### config.mk
export PLATFORM = sky130hd
export DESIGN_NAME = noc_output_arbiter
export DESIGN_NICKNAME = d
export VERILOG_FILES = /design/src/rtl/noc_pkg.sv /design/src/rtl/rr_arbiter.sv /design/src/rtl/noc_output_arbiter.sv
export SDC_FILE = /design/constraint.sdc
export NUM_CORES = 1
export LEC_CHECK = 0
export BUFFER_PORTS_ARGS = -buffer_cell sky130_fd_sc_hd__buf_4
export CAP_MARGIN = 20
export CELL_PAD_IN_SITES_DETAIL_PLACEMENT = 1
export CELL_PAD_IN_SITES_GLOBAL_PLACEMENT = 2
export CORE_ASPECT_RATIO = 0.5
export CORE_MARGIN = 5
export CORE_UTILIZATION = 30
export DETAILED_ROUTE_END_ITERATION = 8
export GPL_TIMING_DRIVEN = 0
export PLACE_DENSITY_LB_ADDON = 0.25
export SYNTH_ARGS = -nofsm -noshare
export SYNTH_HDL_FRONTEND = slang
export SYNTH_SLANG_ARGS = --single-unit
### constraint.sdc
create_clock -name clk -period 14.75 [get_ports clk]
set_input_delay 1.475 -clock clk [delete_from_list [all_inputs] [get_ports clk]]
set_output_delay 1.475 -clock clk [all_outputs]
set_load 0.1 [all_outputs]
### src/rtl/noc_pkg.sv
// Shared NoC definitions: flit type encoding and output-arbiter state.
// Used by the router, the input buffers and the output arbiters.
package noc_pkg;

  localparam int unsigned FLIT_W        = 16;
  localparam int unsigned FLIT_TYPE_MSB = FLIT_W - 1;

  typedef enum logic [1:0] {
    FlitBody   = 2'b00,
    FlitHead   = 2'b01,
    FlitTail   = 2'b10,
    FlitSingle = 2'b11
  } flit_type_e;

  typedef enum logic [0:0] {
    StIdle   = 1'b0,
    StLocked = 1'b1
  } arb_state_e;

endpackage

### src/rtl/rr_arbiter.sv
// Combinational round-robin arbiter: first set request at or after ptr_i, wrapping
// modulo NUM_REQ. Produces a one-hot grant and its encoded index.
module rr_arbiter #(
  parameter int unsigned NUM_REQ = 4,
  parameter int unsigned IdxW    = (NUM_REQ > 1) ? $clog2(NUM_REQ) : 1
) (
  input  logic [NUM_REQ-1:0] req_i,
  input  logic [IdxW-1:0]    ptr_i,
  output logic [NUM_REQ-1:0] gnt_o,
  output logic [IdxW-1:0]    idx_o
);

  logic            found;
  logic [IdxW-1:0] cand;

  always_comb begin
    gnt_o = '0;
    idx_o = '0;
    found = 1'b0;
    cand  = '0;
    for (int k = 0; k < NUM_REQ; k++) begin
      cand = IdxW'((int'(ptr_i) + k) % int'(NUM_REQ));
      if (!found && req_i[cand]) begin
        found       = 1'b1;
        gnt_o[cand] = 1'b1;
        idx_o       = cand;
      end
    end
  end

endmodule

### src/rtl/noc_output_arbiter.sv
// Per-output-port switch allocator: wormhole packet locking, packet-granular
// round-robin fairness and downstream credit tracking with sticky overflow flag.
module noc_output_arbiter #(
  parameter int unsigned NUM_REQ = 4,
  parameter int unsigned FLIT_W  = 16,
  parameter int unsigned CREDITS = 4
) (
  input  logic                      clk,
  input  logic                      reset,
  input  logic [NUM_REQ-1:0]        req_i,
  input  logic [NUM_REQ*FLIT_W-1:0] flit_i,
  output logic [NUM_REQ-1:0]        gnt_o,
  output logic [FLIT_W-1:0]         data_o,
  output logic                      valid_o,
  input  logic                      credit_i,
  output logic                      err_o
);

  import noc_pkg::*;

  localparam int unsigned     IdxW    = (NUM_REQ > 1) ? $clog2(NUM_REQ) : 1;
  localparam logic [3:0]      CntInit = 4'(CREDITS);
  localparam logic [IdxW-1:0] LastIdx = IdxW'(NUM_REQ - 1);

  arb_state_e        state_q, state_d;
  logic [IdxW-1:0]   owner_q, owner_d;
  logic [IdxW-1:0]   rr_ptr_q, rr_ptr_d;
  logic [3:0]        cnt_q, cnt_d;
  logic [FLIT_W-1:0] data_q, data_d;
  logic              valid_q, valid_d;
  logic              err_q, err_d;

  logic [FLIT_W-1:0] flits     [NUM_REQ];
  flit_type_e        flit_type [NUM_REQ];
  logic [NUM_REQ-1:0] elig;
  logic [NUM_REQ-1:0] arb_gnt;
  logic [IdxW-1:0]    win_idx;
  logic               grant_any;
  flit_type_e         win_type;

  always_comb begin
    for (int i = 0; i < NUM_REQ; i++) begin
      flits[i]     = flit_i[i*FLIT_W +: FLIT_W];
      flit_type[i] = flit_type_e'(flits[i][FLIT_W-1 -: 2]);
    end
  end

  // Idle: only packet starts compete. Locked: the owner alone, whatever it sends.
  always_comb begin
    elig = '0;
    for (int i = 0; i < NUM_REQ; i++) begin
      if (state_q == StIdle) begin
        elig[i] = req_i[i] && (flit_type[i] == FlitHead || flit_type[i] == FlitSingle);
      end else begin
        elig[i] = req_i[i] && (IdxW'(i) == owner_q);
      end
    end
  end

  rr_arbiter #(
    .NUM_REQ(NUM_REQ),
    .IdxW   (IdxW)
  ) u_rr_arbiter (
    .req_i(elig),
    .ptr_i(rr_ptr_q),
    .gnt_o(arb_gnt),
    .idx_o(win_idx)
  );

  // Grant only on credits already held; a same-cycle credit_i does not count.
  assign grant_any = !reset && (cnt_q != 4'd0) && (|arb_gnt);
  assign gnt_o     = grant_any ? arb_gnt : '0;
  assign win_type  = flit_type[win_idx];

  always_comb begin
    state_d  = state_q;
    owner_d  = owner_q;
    rr_ptr_d = rr_ptr_q;
    cnt_d    = cnt_q;
    data_d   = data_q;
    valid_d  = grant_any;
    err_d    = err_q;

    if (grant_any) begin
      data_d   = flits[win_idx];
      rr_ptr_d = (win_idx == LastIdx) ? '0 : win_idx + 1'b1;
      case (state_q)
        StIdle: begin
          if (win_type == FlitHead) begin
            state_d = StLocked;
            owner_d = win_idx;
          end
        end
        StLocked: begin
          if (win_type == FlitTail) begin
            state_d = StIdle;
          end
        end
        default: state_d = StIdle;
      endcase
    end

    if (grant_any && !credit_i) begin
      cnt_d = cnt_q - 4'd1;
    end else if (!grant_any && credit_i) begin
      if (cnt_q == CntInit) begin
        err_d = 1'b1;
      end else begin
        cnt_d = cnt_q + 4'd1;
      end
    end
  end

  always_ff @(posedge clk or posedge reset) begin
    if (reset) begin
      state_q  <= StIdle;
      owner_q  <= '0;
      rr_ptr_q <= '0;
      cnt_q    <= CntInit;
      data_q   <= '0;
      valid_q  <= 1'b0;
      err_q    <= 1'b0;
    end else begin
      state_q  <= state_d;
      owner_q  <= owner_d;
      rr_ptr_q <= rr_ptr_d;
      cnt_q    <= cnt_d;
      data_q   <= data_d;
      valid_q  <= valid_d;
      err_q    <= err_d;
    end
  end

  assign data_o  = data_q;
  assign valid_o = valid_q;
  assign err_o   = err_q;

endmodule

# After elaboration in Yosys (flattened, before gate mapping)
# Index checks and enable logic that the tools add are counted.
[op_classes] n_addsub=6 n_lt_le_gt_ge=9 n_eq_ne=16 muxes=45 n_bitwise=6 reduce_logical=36
[ops] op="$bmux W16 S2" n=1
[ops] op="$mux W16" n=2
[ops] op="$mux W4" n=8
[ops] op="$logic_and A1 B1 Y1" n=19
[ops] op="$mux W1" n=17
[ops] op="$mux W2" n=7
[ops] op="$eq A2 B2 Y1 const B" n=6
[ops] op="$lt A2 B3 Y1 const B" n=4
[ops] op="$or A4 B4 Y4" n=3
[ops] op="$eq A2 B1 Y1 const B" n=5
[ops] op="$bmux W1 S2" n=4
[ops] op="$demux W1 S2" n=4
[ops] op="$ge A2 B1 Y1 const B" n=4
[ops] op="$logic_not A1 Y1" n=6
[ops] op="$reduce_and A3 Y1" n=2
[ops] op="$add A2 B1 Y2 const B" n=2
[ops] op="$add A2 B2 Y2 const B" n=2
[ops] op="$add A4 B1 Y4 const B" n=1
[ops] op="$bmux W2 S2" n=1
[ops] op="$eq A2 B2 Y1 const A" n=2
[ops] op="$eq A4 B3 Y1 const B" n=1
[ops] op="$logic_or A1 B1 Y1" n=4
[ops] op="$reduce_bool A4 Y1" n=1
[ops] op="$reduce_or A4 Y1" n=1
[ops] op="other kinds (10)" n=11
[totals] register_bits=27 in_bits=71 out_inout_bits=22 word_cells=125

# Logic depth before layout (Yosys ltp)
# Gate-level depths: netlist (run 1).
[logic_depth] ltp_word=23 depth_mapped=20 depth_no_buf=15

# Modules after synthesis
# Synthesis (run 1) repeated with hierarchy kept, for this count alone.
[hier_totals] cells_unflattened=177 area_unflattened_um2=2122.0
[by_module_without_submodules] module="noc_output_arbiter" instances=1 cells_each=131 area_each_um2=1702.9 seq_area_each_um2=676.9
[by_module_without_submodules] module="rr_arbiter" instances=1 cells_each=46 area_each_um2=419.2 seq_area_each_um2=0.0

# Worst setup path after synthesis (run 1)
# Ideal clock, no wire load.
[synth_timing] path_type="input-to-output" start="input flit_i[46]" end="output gnt_o[2]" arrival_time_ns=4.184 t_required_ns=13.275 path_slack_ns=9.091 cell_stages=8 n_path_buf=1 cell_sequence="nor2b_1 > o21a_1 > mux4_2 > clkbuf_1 > nor2_1 > a22o_1 > a221oi_1 > nor2_1"
[synth_between] elab_chain_cells=19 word_cells_on_any_way=32 classes_between="eq/ne: 2; mux: 17; bitwise: 3; reduce/logical: 10"
[synth_lines] element="start: declaration" line="noc_output_arbiter.sv:11" rtl="input logic [NUM_REQ*FLIT_W-1:0] flit_i,"
[synth_lines] element="$eq A2 B1 Y1 or $eq A2 B2 Y1 (tied branches)" line="noc_output_arbiter.sv:53" rtl="elig[i] = req_i[i] && (flit_type[i] == FlitHead || flit_type[i] == FlitSingle);"
[synth_lines] element="$logic_or A1 B1 Y1 (*)" line="noc_output_arbiter.sv:53"
[synth_lines] element="$logic_and A1 B1 Y1 (*)" line="noc_output_arbiter.sv:53"
[synth_lines] element="$mux W1 (*)" line="noc_output_arbiter.sv:52" rtl="if (state_q == StIdle) begin"
[synth_lines] element="$bmux W1 S2" line="rr_arbiter.sv:23" rtl="if (!found && req_i[cand]) begin"
[synth_lines] element="$mux W1 (implied by the code)" line="rr_arbiter.sv:23"
[synth_lines] element="$mux W1" line="rr_arbiter.sv:23"
[synth_lines] element="$logic_not A1 Y1" line="rr_arbiter.sv:23"
[synth_lines] element="(+3 left out)"
[synth_lines] element="$logic_and A1 B1 Y1" line="rr_arbiter.sv:23"
[synth_lines] element="$mux W1" line="rr_arbiter.sv:23"
[synth_lines] element="$logic_not A1 Y1" line="rr_arbiter.sv:23"
[synth_lines] element="$logic_and A1 B1 Y1" line="rr_arbiter.sv:23"
[synth_lines] element="$mux W4 (*)" line="rr_arbiter.sv:23"
[synth_lines] element="$reduce_or A4 Y1" line="noc_output_arbiter.sv:71" rtl="assign grant_any = !reset && (cnt_q != 4'd0) && (|arb_gnt);"
[synth_lines] element="$logic_and A1 B1 Y1" line="noc_output_arbiter.sv:71"
[synth_lines] element="$mux W4 (*)" line="noc_output_arbiter.sv:72" rtl="assign gnt_o = grant_any ? arb_gnt : '0;"
[synth_lines] element="end: declaration" line="noc_output_arbiter.sv:12" rtl="output logic [NUM_REQ-1:0] gnt_o,"
# Every way passes the cells marked *; elsewhere a longest branch is shown, timed or not. The select of a mux whose other input is x is not followed.

==> metrics.csv, run 1 <==
stage;metric;value;unit
timing;final worst-path cycle share;38.7;%
clocking;CTS Hold Buffers Added;0;
cells_and_area;Syn-to-layout area delta;37.7;%
cells_and_area;antenna diode count;0;
route;Via density;5.15;
route;average wire per standard cell;17.6;um
clocking;CTS buffer count;3;
logic_synthesis;syn_nets;348;
critical_path;reg-to-reg setup timing slack;9040;ps
critical_path;delay-heaviest family, CP;buffers and inverters;
clocking;CTS tree;done;
logic_synthesis;top cells by count, synth;mux2i_1 (32), nand2_1 (27), dfrtp_1 (26);
clocking;cts repair resizes;0;
critical_path;Worst path slowest cell;mux4_2;
critical_path;worst path cell trace;clkbuf_1, inv_1, clkbuf_1, ha_1, buf_1, mux4_2, nand2_1, a21oi_1, a221oi_1, a41o_1, buf_2, buf_2, inv_1, ha_1, ha_1, a21o_1, a21oi_1, xnor2_1, nor2_1, xor2_1;
cells_and_area;Finished Cell Area;3440;um2
worst_hold_path;WHS Endpoint;err_o$_DFFE_PP0P_;
route;antenna-violating nets left;0;
floorplan;Top Ports;93;
placed_design;Placed Instances;469;
timing;minimum clock period;5710;ps
logic_synthesis;top post-synthesis cells by area;dfrtp_1 (26%), mux2i_1 (13%), mux2_2 (6.3%), ha_1 (6.0%), mux4_2 (5.4%);
cells_and_area;share of layout cells above drive strength 1;36.8;%
route;DRT Wirelength;8320;um
clocking;Root Driver;clkbuf_16;
logic_synthesis;top-count cell post-synth;mux2i_1;
global_route;vias in the first global route;2641;
logic_synthesis;sequential share of the synthesized area;27.1;%
cells_and_area;fin nets;446;
critical_path;Crit Path Max Fanout;13;
logic_synthesis;number of synthesized flops with an enable pin;0;
critical_path;max incr delay on CP;610;ps
timing;Max Slew Vio Count;0;
global_route;gr ovfl total;0;
critical_path;CP Launch Type;register;
timing;Slew HR;44.2;%
logic_synthesis;top-area cell type share of the netlist area;26.1;%
floorplan;Rows;23;
placed_design;Port Buffers;92;
global_route;largest net degree at the start of global routing;23;
global_route;first-pass GRT wire length;13400;um
timing;Slew @ Worst Pin;833;ps
timing;Hold Vio Cnt, Final;0;
placed_design;DPL Wire Length;6780;um
worst_hold_path;Worst Hold Launch;err_o$_DFFE_PP0P_;
placed_design;gpl congestion;0.850;
critical_path;cell mode on critical path;ha_1;
job;Max Cap Viol;0;
logic_synthesis;Most used DFF post-synth;dfrtp_1;
clocking;Clock H-tree levels;1;
clocking;post-CTS setup buffer count;0;
timing;Post-Route Skew;7.10;ps
logic_synthesis;fraction of registers with async set or reset after synthesis;100;%
route;initial drt markers;108;
logic_synthesis;synthesis warning total;0;
critical_path;FF-to-FF path depth;20;
route;number of vias after detailed routing;2435;
placed_design;placed cell area;3360;um2
logic_synthesis;FF+latch count, synth;27;
floorplan;Die Y;74.5;um
critical_path;FF-to-FF End;cnt_q[3]$_DFFE_PP0P_;
clocking;Clk Latency, worst-skew pair;270;ps
clocking;Clk pin slew, worst setup/hold paths;70;ps
timing;Setup TNS Final;0;ps
logic_synthesis;mapped cell area;2500;um2
logic_synthesis;post-synth cell types;52;
floorplan;Initial Utilization;31.0;%
critical_path;Setup CP Type;reg -> reg;
cells_and_area;Final Util;42.7;%
route;drt first pass iters;5;
global_route;total global-route track usage;15.9;%
critical_path;critical path capture point type;register;
timing;RSZ-0062 raised after global routing;no;
floorplan;Die Footprint;10400;um2
critical_path;Required @ worst endpoint;14900;ps
critical_path;CP Buf/Inv Count;7;
global_route;initial antenna violation count;0;
logic_synthesis;synthesized area per cell;9.46;um2
run_status;outcome;completed;
logic_synthesis;largest area contributor in the netlist;dfrtp_1;
logic_synthesis;Mapped Cells;264;
floorplan;Core ar.;8060;um2
timing;# setup viols final;0;
worst_hold_path;worst hold path type;reg -> reg;
clocking;maximum clock insertion buffer count;2;
timing;Max Freq;175;MHz
route;Residual DRC;0;
floorplan;Die X;139;um
critical_path;WP data arrival;5860;ps
worst_hold_path;Hold Path Depth;1;
cells_and_area;post-route insts no fill;473;
clocking;clock sinks;27;
==> through the flow <==
step           hold WS, ps  worst slack (ps)
3_3_place_gp           449              9050
6_report               463              9040
5_1_grt                486              8550
2_1_floorplan          434              9090
3_5_place_dp           448              8910
4_1_cts                469              8990
==> flip-flops by register name (all words and copies together), names as in the netlist, named ones only <==
name / flops
valid_o: 1
cnt_q: 4
data_o: 16
owner_q: 2
rr_ptr_q: 1
state_q: 1
err_o: 1
==> cell type report <==
class / count / area (um2)
buffer: 17 / 80.1
clock buffer: 3 / 75.1
clock inverter: 1 / 7.51
fill: 951 / 4620
inverter: 8 / 30.0
multi-input combinational: 212 / 1710
sequential: 27 / 677
tap: 112 / 140
timing repair buffer: 93 / 718
==> worst max path at each step <==
stage,startpoint,end,slack (ps),depth (start not counted)
6_report,register,cnt_q[3]$_DFFE_PP0P_,9040,20
4_1_cts,register,cnt_q[3]$_DFFE_PP0P_,8990,20
2_1_floorplan,flit_i[46],gnt_o[2],9090,8
5_1_grt,register,cnt_q[3]$_DFFE_PP0P_,8550,20
3_3_place_gp,flit_i[62],cnt_q[3]$_DFFE_PP0P_,9050,19
3_5_place_dp,flit_i[62],cnt_q[3]$_DFFE_PP0P_,8910,19
==> layout by cell type, fill, tap and decap left out, types with 4 or more instances in the layout <==
cell | Yosys | routed
nand3_1 | 7 | 7
o21a_1 | 4 | 4
mux2_2 | 14 | 14
o21ai_0 | 18 | 18
dfrtp_1 | 26 | 26
and3_1 | 4 | 4
inv_1 | 8 | 8
nor2b_1 | 5 | 5
o21ai_1 | 5 | 5
nand2_1 | 27 | 27
a21oi_1 | 7 | 7
ha_1 | 12 | 12
buf_2 | 7 | 7
mux2i_1 | 32 | 32
a22o_1 | 4 | 4
mux4_2 | 6 | 6
a221oi_1 | 4 | 4
buf_4 | 0 | 92
clkbuf_1 | 8 | 8
a21o_1 | 4 | 4
nor2_1 | 16 | 16
==> routing by layer <==
metal	track usage, %	vias to the layer above	share of wire (%)
li1	-	1174	-
met1	19.9	1217	45
met2	31.1	40	53
met3	1.67	4	2.1
met4	2.06	0	0.50
met5	0	-	0
==> cells by family after synthesis <==
logic type / after synthesis / synth area share [%]
compound gates: 67 / 18.9
xor+xnor: 5 / 1.75
fa+ha+maj: 13 / 6.81
buf+inv: 25 / 4.41
flops: 27 / 27.1
mux: 55 / 26.4
simple gates: 72 / 14.7
Power of run 1 is left out: the tool's default activity adds up to more than one toggle a clock period on the data nets, which glitch-free logic cannot reach.
==> run 2, diff against run 1 <==
--- a/config.mk
+++ b/config.mk
@@ -11,7 +11,7 @@
 export CELL_PAD_IN_SITES_GLOBAL_PLACEMENT = 2
 export CORE_ASPECT_RATIO = 0.5
 export CORE_MARGIN = 5
-export CORE_UTILIZATION = 30
+export CORE_UTILIZATION = 29
 export DETAILED_ROUTE_END_ITERATION = 8
 export GPL_TIMING_DRIVEN = 0
 export PLACE_DENSITY_LB_ADDON = 0.25
==> constraint.sdc (replaced) <==
create_clock -name clk -period 5.3 [get_ports clk]
set_input_delay 0.53 -clock clk [delete_from_list [all_inputs] [get_ports clk]]
set_output_delay 0.53 -clock clk [all_outputs]
set_load 0.1 [all_outputs]
==> metrics.csv, run 2 (synthesized netlist as in run 1, its figures left out) <==
stage;metric;value;unit;change
global_route;largest net degree at the start of global routing;29;;was 23
route;antenna-violating nets left;0;;unchanged
clocking;Root Driver;clkbuf_16;;unchanged
route;initial drt markers;84;;was 108
route;Via density;5.06;;was 5.15
route;drt first pass iters;4;;was 5
critical_path;Setup CP Type;reg -> reg;;unchanged
critical_path;Worst path slowest cell;mux4_2;;unchanged
timing;Slew HR;41.7;%;was 44.2%
placed_design;Placed Instances;468;;was 469
clocking;Clock H-tree levels;1;;unchanged
floorplan;Top Ports;93;;unchanged
floorplan;Initial Utilization;30.5;%;was 31.0%
job;Max Cap Viol;0;;unchanged
timing;final worst-path cycle share;90.2;%;was 38.7%
timing;# setup viols final;0;;unchanged
timing;minimum clock period;4780;ps;was 5710 ps
critical_path;WP data arrival;4920;ps;was 5860 ps
cells_and_area;Largest register FFs;16;;unchanged
cells_and_area;Multi-input gate area;1720;um2;was 1710 um2
critical_path;reg-to-reg setup timing slack;520;ps;was 9040 ps
global_route;initial antenna violation count;0;;unchanged
run_status;outcome;completed;;unchanged
critical_path;Required @ worst endpoint;5440;ps;was 14900 ps
worst_hold_path;worst hold path type;in -> async;;was reg -> reg
placed_design;pre-CTS setup slack;-223;ps;was 8910 ps
route;DRT Wirelength;8320;um;about the same
timing;Post-Route Skew;4.02;ps;was 7.10 ps
cells_and_area;Syn-to-layout area delta;37.8;%;was 37.7%
clocking;CTS tree;done;;unchanged
critical_path;worst path cell trace;inv_1, clkbuf_2, ha_4, mux4_2, nand2_1, a21oi_1, a221oi_1, a41o_1, buf_2, buf_2, inv_1, ha_1, ha_1, a21o_1, a21oi_1, xnor2_1, nor2_1, xor2_1;;was clkbuf_1, inv_1, clkbuf_1, ha_1, buf_1, mux4_2, nand2_1, a21oi_1, a221oi_1, a41o_1, buf_2, buf_2, inv_1, ha_1, ha_1, a21o_1, a21oi_1, xnor2_1, nor2_1, xor2_1
floorplan;Core ar.;8200;um2;was 8060 um2
placed_design;DPL Wire Length;6740;um;was 6780 um
critical_path;CP Launch Type;register;;unchanged
critical_path;max incr delay on CP;540;ps;was 610 ps
timing;final worst slack;521;ps;was 9040 ps
clocking;Clk Latency, worst-skew pair;260;ps;was 270 ps
critical_path;Crit Path Max Fanout;13;;unchanged
cells_and_area;share of layout cells above drive strength 1;37.6;%;was 36.8%
timing;Hold WS;272;ps;was 463 ps
global_route;vias in the first global route;2579;;was 2641
global_route;gr ovfl total;0;;unchanged
floorplan;Rows;23;;unchanged
cells_and_area;antenna diode count;0;;unchanged
floorplan;Die Footprint;10700;um2;was 10400 um2
clocking;maximum clock insertion buffer count;2;;unchanged
floorplan;Die X;141;um;was 139 um
floorplan;Die Y;75.6;um;was 74.5 um
clocking;CTS buffer count;3;;unchanged
global_route;total global-route track usage;15.5;%;was 15.9%
timing;Max Freq;209;MHz;was 175 MHz
timing;RSZ-0062 raised after global routing;no;;unchanged
route;average wire per standard cell;17.7;um;was 17.6 um
clocking;Clk pin slew, worst setup/hold paths;70;ps;about the same
cells_and_area;post-route insts no fill;471;;was 473
timing;Hold Vio Cnt, Final;0;;unchanged
cells_and_area;fin nets;444;;was 446
timing;Slew @ Worst Pin;870;ps;was 833 ps
cells_and_area;most frequent cells in the layout;buf_4 (92), mux2i_1 (32), nand2_1 (27);;unchanged
route;number of vias after detailed routing;2385;;was 2435
clocking;clock sinks;27;;unchanged
cells_and_area;commonest non-fill, non-tap cell in the layout;buf_4;;unchanged
placed_design;Port Buffers;92;;unchanged
cells_and_area;filler cell count;961;;was 951
cells_and_area;Final Util;42.0;%;was 42.7%
timing;Max Slew Vio Count;0;;unchanged
route;Residual DRC;0;;unchanged
clocking;CTS Hold Buffers Added;0;;unchanged
cells_and_area;Reg area;678;um2;was 677 um2
clocking;post-CTS setup buffer count;0;;unchanged
placed_design;gpl congestion;0.773;;was 0.850
global_route;first-pass GRT wire length;13300;um;was 13400 um
critical_path;critical path capture point type;register;;unchanged
==> run 2: cell count changes in the layout (fill, tap and decap cells not counted) <==
| cell | change |
|---|---|
| clkbuf_1 | -1 |
| dfrtp_1 | -1 |
| clkbuf_2 | +1 |
| clkinvlp_4 | -1 |
| dfrtp_2 | +1 |
| buf_1 | -1 |
| ha_1 | -1 |
| ha_4 | +1 |
==> run 2: timing repair <==
item | CTS | global route
resized for setup | 2 | 3
endpoints found under the hold margin | 0 | 0
setup endpoints to repair | 2 | 2
==> run 2: final timing paths <==
| kind | startpoint | endpoint | cells after the start |
|---|---|---|---|
| worst max-delay path | register | cnt_q[3]$_DFFE_PP0P_ | 18 |
| worst min register to register | cnt_q[3]$_DFFE_PP0P_ | cnt_q[3]$_DFFE_PP0P_ | 1 |
| max in group asynchronous | reset | cnt_q[2]$_DFFE_PP1P_ | 3 |
| worst min-delay path | reset | data_o[10]$_DFFE_PP0N_ | 2 |
| min in group clk | cnt_q[3]$_DFFE_PP0P_ | cnt_q[3]$_DFFE_PP0P_ | 1 |
| worst max register to register | register | cnt_q[3]$_DFFE_PP0P_ | 18 |
==> run 2: critical path: cells and delay by family, from the launching register on <==
kind / cells / cell delay, ps
compound gates: 5 / 1150
buf+inv: 5 / 1050
mux: 1 / 540
xor+xnor: 2 / 270
flops: 1 / 490
simple gates: 2 / 180
fa+ha+maj: 3 / 960
==> run 2: metal layers <==
layer,part of all wire [%],track usage [%],up-vias
li1,-,-,1170
met1,42,18.4,1185
met2,55,31.8,28
met3,2.4,1.44,2
met4,0.23,1.93,0
met5,0,0,-
==> run 2: per-stage QoR <==
| step | setup TNS (ps) | cell area (um2) |
|---|---|---|
| 5_1_grt | 0 | 3440 |
| 3_3_place_gp | -179 | 3330 |
| 4_1_cts | 0 | 3420 |
| 2_1_floorplan | 0 | 2500 |
| 6_report | 0 | 3440 |
| 3_5_place_dp | -223 | 3330 |
==> run 2: layout make-up <==
class	count	area share [%]
Buffer	15	2.14
Clock buffer	4	2.29
Inverter	8	0.872
Multi-Input combinational cell	212	50.1
Sequential cell	27	19.7
Tap cell	112	4.07
Timing Repair Buffer	93	20.9
Power of run 2 is left out for the same reason.
